**src/rtl/safecrack_pkg.sv**
```systemverilog
`default_nettype none
// ============================================================================
//  Module   : safecrack_pkg
//  Purpose  : Shared constants and types for the safe-cracking lock front end.
//  Revision : 1.0 - initial release
// ============================================================================
package safecrack_pkg;

  localparam int unsigned CLK_HZ              = 50_000_000;
  // 20 ms stable-input window at CLK_HZ
  localparam int unsigned DEBOUNCE_CYCLES_DEF = CLK_HZ / 50;

  typedef enum logic [1:0] {
    DB_IDLE         = 2'd0,
    DB_PRESS_WAIT   = 2'd1,
    DB_HELD         = 2'd2,
    DB_RELEASE_WAIT = 2'd3
  } dbnc_state_t;

endpackage : safecrack_pkg
`default_nettype wire

```
**src/rtl/debounce_channel.sv**
```systemverilog
`default_nettype none
// ============================================================================
//  Module   : debounce_channel
//  Purpose  : Two-flop synchroniser plus debounce FSM for one active-low button.
//  Revision : 1.0 - initial release
// ============================================================================
module debounce_channel
  import safecrack_pkg::*;
#(
  parameter int unsigned DEBOUNCE_CYCLES = DEBOUNCE_CYCLES_DEF
) (
  input  logic clk,
  input  logic rst,
  input  logic i_btn_n,
  output logic o_level,
  output logic o_press,
  output logic o_fire
);

  localparam int unsigned        CNT_W      = $clog2(DEBOUNCE_CYCLES);
  localparam logic [CNT_W-1:0]   c_cnt_last = CNT_W'(DEBOUNCE_CYCLES - 1);

  logic             r_sync1;
  logic             r_sync2;
  dbnc_state_t      r_state;
  logic [CNT_W-1:0] r_cnt;
  logic             r_level;
  logic             r_press;
  logic             w_cnt_done;

  assign w_cnt_done = (r_cnt == c_cnt_last);
  // Same condition that loads r_press; lets the top register its flags in step
  assign o_fire     = (r_state == DB_PRESS_WAIT) && !r_sync2 && w_cnt_done;

  always_ff @(posedge clk or posedge rst) begin
    if (rst) begin
      r_sync1 <= 1'b1;
      r_sync2 <= 1'b1;
      r_state <= DB_IDLE;
      r_cnt   <= '0;
      r_level <= 1'b0;
      r_press <= 1'b0;
    end else begin
      r_sync1 <= i_btn_n;
      r_sync2 <= r_sync1;
      r_press <= 1'b0;
      case (r_state)
        DB_IDLE: begin
          if (!r_sync2) begin
            r_state <= DB_PRESS_WAIT;
            r_cnt   <= '0;
          end
        end
        DB_PRESS_WAIT: begin
          if (r_sync2) begin
            r_state <= DB_IDLE;
          end else if (w_cnt_done) begin
            r_state <= DB_HELD;
            r_level <= 1'b1;
            r_press <= 1'b1;
          end else begin
            r_cnt <= r_cnt + 1'b1;
          end
        end
        DB_HELD: begin
          if (r_sync2) begin
            r_state <= DB_RELEASE_WAIT;
            r_cnt   <= '0;
          end
        end
        DB_RELEASE_WAIT: begin
          if (!r_sync2) begin
            r_state <= DB_HELD;
          end else if (w_cnt_done) begin
            r_state <= DB_IDLE;
            r_level <= 1'b0;
          end else begin
            r_cnt <= r_cnt + 1'b1;
          end
        end
        default: begin
          r_state <= DB_IDLE;
          r_cnt   <= '0;
          r_level <= 1'b0;
        end
      endcase
    end
  end

  assign o_level = r_level;
  assign o_press = r_press;

endmodule : debounce_channel
`default_nettype wire

```
**src/rtl/button_conditioner.sv**
```systemverilog
`default_nettype none
// ============================================================================
//  Module   : button_conditioner
//  Purpose  : Debounced levels, press pulses and press flags for NUM_BTN buttons.
//  Revision : 1.0 - initial release
// ============================================================================
module button_conditioner
  import safecrack_pkg::*;
#(
  parameter int unsigned NUM_BTN         = 3,
  parameter int unsigned DEBOUNCE_CYCLES = DEBOUNCE_CYCLES_DEF
) (
  input  logic               clk,
  input  logic               rst,
  input  logic [NUM_BTN-1:0] btn_n,
  output logic [NUM_BTN-1:0] btn_level,
  output logic [NUM_BTN-1:0] btn_press,
  output logic               press_valid,
  output logic               press_multi
);

  logic [NUM_BTN-1:0] w_fire;
  logic               r_valid;
  logic               r_multi;

  for (genvar i = 0; i < NUM_BTN; i++) begin : g_chan
    debounce_channel #(
      .DEBOUNCE_CYCLES(DEBOUNCE_CYCLES)
    ) u_chan (
      .clk    (clk),
      .rst    (rst),
      .i_btn_n(btn_n[i]),
      .o_level(btn_level[i]),
      .o_press(btn_press[i]),
      .o_fire (w_fire[i])
    );
  end

  // x & (x-1) clears the lowest set bit, so non-zero means two or more presses
  always_ff @(posedge clk or posedge rst) begin
    if (rst) begin
      r_valid <= 1'b0;
      r_multi <= 1'b0;
    end else begin
      r_valid <= |w_fire;
      r_multi <= |(w_fire & (w_fire - NUM_BTN'(1)));
    end
  end

  assign press_valid = r_valid;
  assign press_multi = r_multi;

endmodule : button_conditioner
`default_nettype wire

```
**config.mk**
```make
export PLATFORM = sky130hd
export DESIGN_NAME = button_conditioner
export DESIGN_NICKNAME = d
export VERILOG_FILES = /design/src/rtl/safecrack_pkg.sv /design/src/rtl/debounce_channel.sv /design/src/rtl/button_conditioner.sv
export SDC_FILE = /design/constraint.sdc
export NUM_CORES = 1
export LEC_CHECK = 0
export ABC_AREA = 1
export CAP_MARGIN = 5
export CORE_MARGIN = 2
export CORE_UTILIZATION = 57
export DETAILED_ROUTE_END_ITERATION = 12
export PLACE_DENSITY = 0.77
export SETUP_SLACK_MARGIN = 0.05
export SYNTH_ARGS = -nofsm -noshare
export SYNTH_HDL_FRONTEND = slang
export SYNTH_SLANG_ARGS = --single-unit
```
**constraint.sdc**
```tcl
create_clock -name clk -period 2.8 [get_ports clk]
set_input_delay 0.56 -clock clk [delete_from_list [all_inputs] [get_ports clk]]
set_output_delay 0.56 -clock clk [all_outputs]
set_load 0.02 [all_outputs]
```
* Word-level counts from Yosys, hierarchy flattened
Cells that the tools add are included.
** Storage, ports and cells
- Bits in registers :: 80
- Input bits :: 5
- Logic and storage cells :: 150
** Operators by class
- Add/subtract/negate cells :: 4
- Eq/ne operators :: 36
- Mux-type cells :: 63
- Bitwise operators :: 1
- Reductions and logical operators :: 26
** Operators with widths (count)
- $mux W20 :: 15
- $pmux W20 S4 :: 3
- $add A20 B1 Y20 const B :: 3
- $eq A20 B20 Y1 const B :: 3
- $mux W2 :: 18
- $ne A2 B1 Y1 const B :: 12
- $pmux W2 S4 :: 3
- $reduce_and A4 Y1 :: 6
- $mux W1 :: 21
- $reduce_and A5 Y1 :: 3
- $eq A2 B2 Y1 const B :: 6
- $ne A2 B2 Y1 const B :: 6
- $ne A3 B1 Y1 const B :: 3
- $ne A3 B3 Y1 const B :: 3
- $eq A2 B1 Y1 const B :: 3
- $logic_and A1 B1 Y1 :: 6
- $logic_not A2 Y1 :: 3
- $pmux W1 S2 :: 3
- $reduce_bool A2 Y1 :: 3
- $reduce_or A3 Y1 :: 2
- $and A3 B3 Y3 :: 1
- $logic_not A1 Y1 :: 3
- $sub A3 B1 Y3 const B :: 1

* Longest topological paths before layout
- Word-level depth :: 6
- Gate-level depth with buffers :: 10
- Mapped depth without buffers :: 9

* By module
From an unflattened synthesis, not the netlist that was laid out.
** Second synthesis, totals
- Cells, all modules :: 674
- Area, all modules :: 4887.2 um^2
** By module, submodules not included
- debounce_channel (g_chan[0].u_chan ...) :: times used 2, cells an instance 222, area an instance 1604.0 um^2, seq. area each 653.1 um^2
- debounce_channel (g_chan[2].u_chan) :: times used 1, cells an instance 222, area an instance 1605.3 um^2, seq. area each 653.1 um^2
- button_conditioner :: times used 1, cells an instance 8, area an instance 73.8 um^2, seq. area each 50.0 um^2

* Worst setup path before layout
Ideal clock, no wire load.
- Path type :: reg2reg
- Start :: reg g_chan[0].u_chan.r_cnt[0]
- End :: reg g_chan[0].u_chan.r_cnt[14]
- Setup time :: 0.126 ns
- Arrival :: 1.545 ns
- Data required time :: 2.674 ns
- Slack :: 1.128 ns
- Stages on the path, launching flop included :: 10
- Period minus slack after synthesis :: 1.672 ns
- Cell sequence :: dfrtp_1 ha_1 nand3_2 nor2_2 nand3_2 nor2_4 nor2_4 inv_6 buf_6 o21ai_0
** Between the ends
- Longest elaborated chain between the ends :: 4
- Elaborated cells between the ends (all ways) :: 6
- Those cells by class :: add/sub (1); eq/ne (1); mux (4)
** Ends and longest elaborated chain
- start, declared :: line debounce_channel.sv:26 : logic [CNT_W-1:0] r_cnt;
- start signal, assigned :: line debounce_channel.sv:62 : r_cnt <= r_cnt + 1'b1;
- start signal, assigned :: line debounce_channel.sv:78 : r_cnt <= r_cnt + 1'b1;
- $add A20 B1 Y20 or $eq A20 B20 Y1 (tied branches) :: line debounce_channel.sv:62, debounce_channel.sv:78, debounce_channel.sv:31
- $mux W20 * :: line debounce_channel.sv:57, debounce_channel.sv:74
- $mux W20, on equally long branches :: line debounce_channel.sv:72, debounce_channel.sv:55
- $pmux W20 S4 * :: line debounce_channel.sv:47 : case (r_state)
Mark *: on every way between the ends. The rest lies on a longest branch, timed or not. The select of a mux whose other input is x is not followed.
A chain may end at the register's enable or synchronous reset.

* Final worst setup path
- Start :: reg g_chan[1].u_chan.r_cnt[0]
- End :: reg g_chan[1].u_chan.r_cnt[4]
** Between the ends
- Longest elaborated chain between the ends :: 4
- Elaborated cells between the ends (all ways) :: 6
- Those cells by class :: add/sub (1); eq/ne (1); mux (4)
** Ends and longest elaborated chain (line)
- start, declared :: debounce_channel.sv:26
- start signal, assigned :: debounce_channel.sv:62
- start signal, assigned :: debounce_channel.sv:78
- $add A20 B1 Y20 or $eq A20 B20 Y1 (tied branches) :: debounce_channel.sv:62, debounce_channel.sv:78, debounce_channel.sv:31
- $mux W20 * :: debounce_channel.sv:57, debounce_channel.sv:74
- $mux W20, on equally long branches :: debounce_channel.sv:72, debounce_channel.sv:55
- $pmux W20 S4 * :: debounce_channel.sv:47
Marks and branches as above.

==> flow_metrics.env <==
export IMPL_clockBufferDepth=2
export IMPL_first_iter_violations=248
export IMPL_drt_pass1_iterations=7
export IMPL_fin_util_pct=62.9
export IMPL_setup_tns_ns=0
export IMPL_layout_nets=693
export IMPL_rsz0062_at_grt="false"
export IMPL_status="complete, no violations"
export IMPL_post_route_min_period_ns=2.15
export IMPL_antenna_left=0
export IMPL_finalHoldViolCount=0
export IMPL_layout_drive_gt1_share_pct=6.23
export IMPL_worst_path_max_delay_cell="dfrtp_1"
export IMPL_synth_warnings=0
export IMPL_synth_edff_count=0
export IMPL_ys_flop_type="dfrtp_1"
export IMPL_seq_area_frac_synth_pct=42.5
export IMPL_numPortBuffers=12
export IMPL_first_global_vias=3888
export IMPL_hpwl_mm=7.22
export IMPL_worst_setup_path_start_kind="flip-flop"
export IMPL_crit_type="reg -> reg"
export IMPL_clk_pin_slew_ns=0.10
export IMPL_peakVddDrop_uv=295
export IMPL_num_io_pins=13
export IMPL_r2r_slack_ns=0.65
export IMPL_vias=4268
export IMPL_cts_sinks=80
export IMPL_fin_hold_ws_ns=0.356
export IMPL_synth_avg_cell_area_um2=7.00
export IMPL_die_w_um=95.1
export IMPL_power_mw=2.25
export IMPL_placed_cells=779
export IMPL_grt_max_degree=81
export IMPL_cellLeakagePower_nw=2.29
export IMPL_die_h_um=95.1
export IMPL_cts_buffers_inserted=9
export IMPL_vias_per_cell=5.37
export IMPL_clk_latency_ns=0.36
export IMPL_grt_overflow=0
export IMPL_drv_cap=0
export IMPL_start_util_pct=58.1
export IMPL_p_per_area_nw_per_um2=439
export IMPL_crit_required_ns=3.04
export IMPL_worst_slack_ns=0.652
export IMPL_post_route_period_util_pct=76.7
export IMPL_htreeDepth=3
export IMPL_dp_slack_ns=0.705
export IMPL_routabilityCongestion=1.01
export IMPL_synth_cell_types=28
export IMPL_die_area_um2=9040
export IMPL_worst_path_max_fanout=15
export IMPL_setup_viol=0
export IMPL_critPathMaxStageDelay_ns=0.42
export IMPL_area_delta_synth_final_pct=8.18
export IMPL_maxSlewHeadroom_pct=65.9
export IMPL_fmax_mhz=465
export IMPL_track_usage_pct=24.8
export IMPL_crit_start="g_chan[1].u_chan.r_cnt[0]$_DFFE_PP0P_"
export IMPL_cp_depth=8
export IMPL_postCtsSetupBuffers=0
export IMPL_stdcell_count=795
export IMPL_cts_resized=0
export IMPL_layout_commonest_cell="nand2_1"
export IMPL_wl_per_cell_um=12.7
export IMPL_cts_tree="done"
export IMPL_end_kind="flip-flop"
export IMPL_r2r_cells=8
export IMPL_antenna_found_initial=0
export IMPL_finalInstanceArea_um2=5110
export IMPL_grt_pass1_wl_mm=17.7
export IMPL_synth_fp_nets=683
export IMPL_drc=0
export IMPL_place_area_um2=4900
export IMPL_netlist_instances=675
export IMPL_tightestPinTransition_ns=0.508
export IMPL_cts_root_buf="clkbuf_8"
export IMPL_cp_num_buf_inv=1
export IMPL_rows=33
export IMPL_core_area_um2=8130
export IMPL_worst_path_dominant_cell_family="simple AND/OR/NAND/NOR gates"
export IMPL_syn_area_um2=4730
export IMPL_ys_ff_latch=80
export IMPL_diodes=0
export IMPL_clock_skew_ns=0.0112
export IMPL_cts_hold_buf=0
export IMPL_ys_async_sr_fraction_pct=100
export IMPL_hp_class="reg -> reg"
export IMPL_reg2reg_from="g_chan[1].u_chan.r_cnt[0]$_DFFE_PP0P_"
export IMPL_most_common_layout_cells="nand2_1, nor2_1, dfrtp_1"
export IMPL_path_cells="ha_1 > nand3_2 > nor2_1 > nand3_1 > nand2_2 > inv_2 > nand2_1 > o21ai_0"
export IMPL_wl_mm=10.1
export IMPL_rr_endpoint="g_chan[1].u_chan.r_cnt[4]$_DFFE_PP0P_"
export IMPL_worst_ep_arrival_time_ns=2.39
export IMPL_crit_end="g_chan[1].u_chan.r_cnt[4]$_DFFE_PP0P_"
export IMPL_maxSlewViolCount=0
-- cells in the mapped netlist, types with 2 or more instances --
cell type | count | share of area [%]
o21ai_0 | 48 | 5.1
nor2_1 | 94 | 7.5
dfrtp_1 | 74 | 39
buf_4 | 8 | 1.3
nand3_2 | 3 | 0.64
nor3_1 | 4 | 0.42
nand3_1 | 62 | 6.6
o21ai_1 | 3 | 0.32
dfstp_2 | 6 | 3.3
clkbuf_1 | 3 | 0.24
or2_2 | 4 | 0.53
nand2_1 | 229 | 18
o21bai_1 | 7 | 1.1
and2_1 | 5 | 0.66
inv_1 | 63 | 5.0
nor2_4 | 2 | 0.48
buf_2 | 3 | 0.32
ha_1 | 3 | 0.79
xnor2_1 | 8 | 1.5
buf_6 | 3 | 0.71
nand4_1 | 25 | 3.3
xor2_1 | 10 | 1.9
nand2_2 | 3 | 0.40
-- flip-flops by register name (all words and copies together), names as in the netlist, named ones only --
| signal | cells |
|---|---|
| g_chan.u_chan.r_cnt | 60 |
| g_chan.u_chan.o_level | 3 |
| g_chan.u_chan.o_press | 3 |
| g_chan.u_chan.r_state | 3 |
| g_chan.u_chan.r_sync1 | 3 |
| g_chan.u_chan.r_sync2 | 3 |
| press_multi | 1 |
| press_valid | 1 |
-- routing by layer --
layer,part of all wire [%],global-route usage (%)
met1,47,33.2
met2,47,39.7
met3,3.8,4.74
met4,2.4,10.0
met5,0,0
-- cell families (layout without fill, tap and decap cells) --
logic type / after synthesis / count (layout) / share of synthesized area (%)
fa+ha+maj: 3 / 3 / 0.794
xor+xnor: 18 / 18 / 3.33
compound gates: 60 / 60 / 6.80
flops: 80 / 80 / 42.5
simple gates: 432 / 432 / 38.8
buf+inv: 82 / 97 / 7.81
-- layout make-up --
cell class                 instances  area (µm²)
fill                             696        3020
tap                              105         131
clock buffer                       9         124
multi-input combinational        513        2350
inverter                          65         250
timing repair buffer              16         163
clock inverter                     7        87.6
sequential                        80        2010
-- worst min path at each step --
stage / from / endpoint / cells after the start
finish: g_chan[1].u_chan.r_sync1$_DFF_PP1_ / g_chan[1].u_chan.r_sync2$_DFF_PP1_ / 0
global route: g_chan[1].u_chan.r_sync1$_DFF_PP1_ / g_chan[1].u_chan.r_sync2$_DFF_PP1_ / 0
CTS: g_chan[1].u_chan.r_sync1$_DFF_PP1_ / g_chan[1].u_chan.r_sync2$_DFF_PP1_ / 0
detailed placement: g_chan[1].u_chan.r_sync1$_DFF_PP1_ / g_chan[1].u_chan.r_sync2$_DFF_PP1_ / 0
global placement: g_chan[0].u_chan.r_sync1$_DFF_PP1_ / g_chan[0].u_chan.r_sync2$_DFF_PP1_ / 0
floorplan: g_chan[0].u_chan.r_sync1$_DFF_PP1_ / g_chan[0].u_chan.r_sync2$_DFF_PP1_ / 0
-- power by group --
part	leakage (nW)	total [mW]	switching, mW	internal, mW
sequential	1.08	1.21	0.0312	1.18
clock	0.108	0.924	0.490	0.434
combinational	1.10	0.111	0.0779	0.0331
total	2.29	2.25	0.599	1.65
Power figures use the tool's default switching activity.
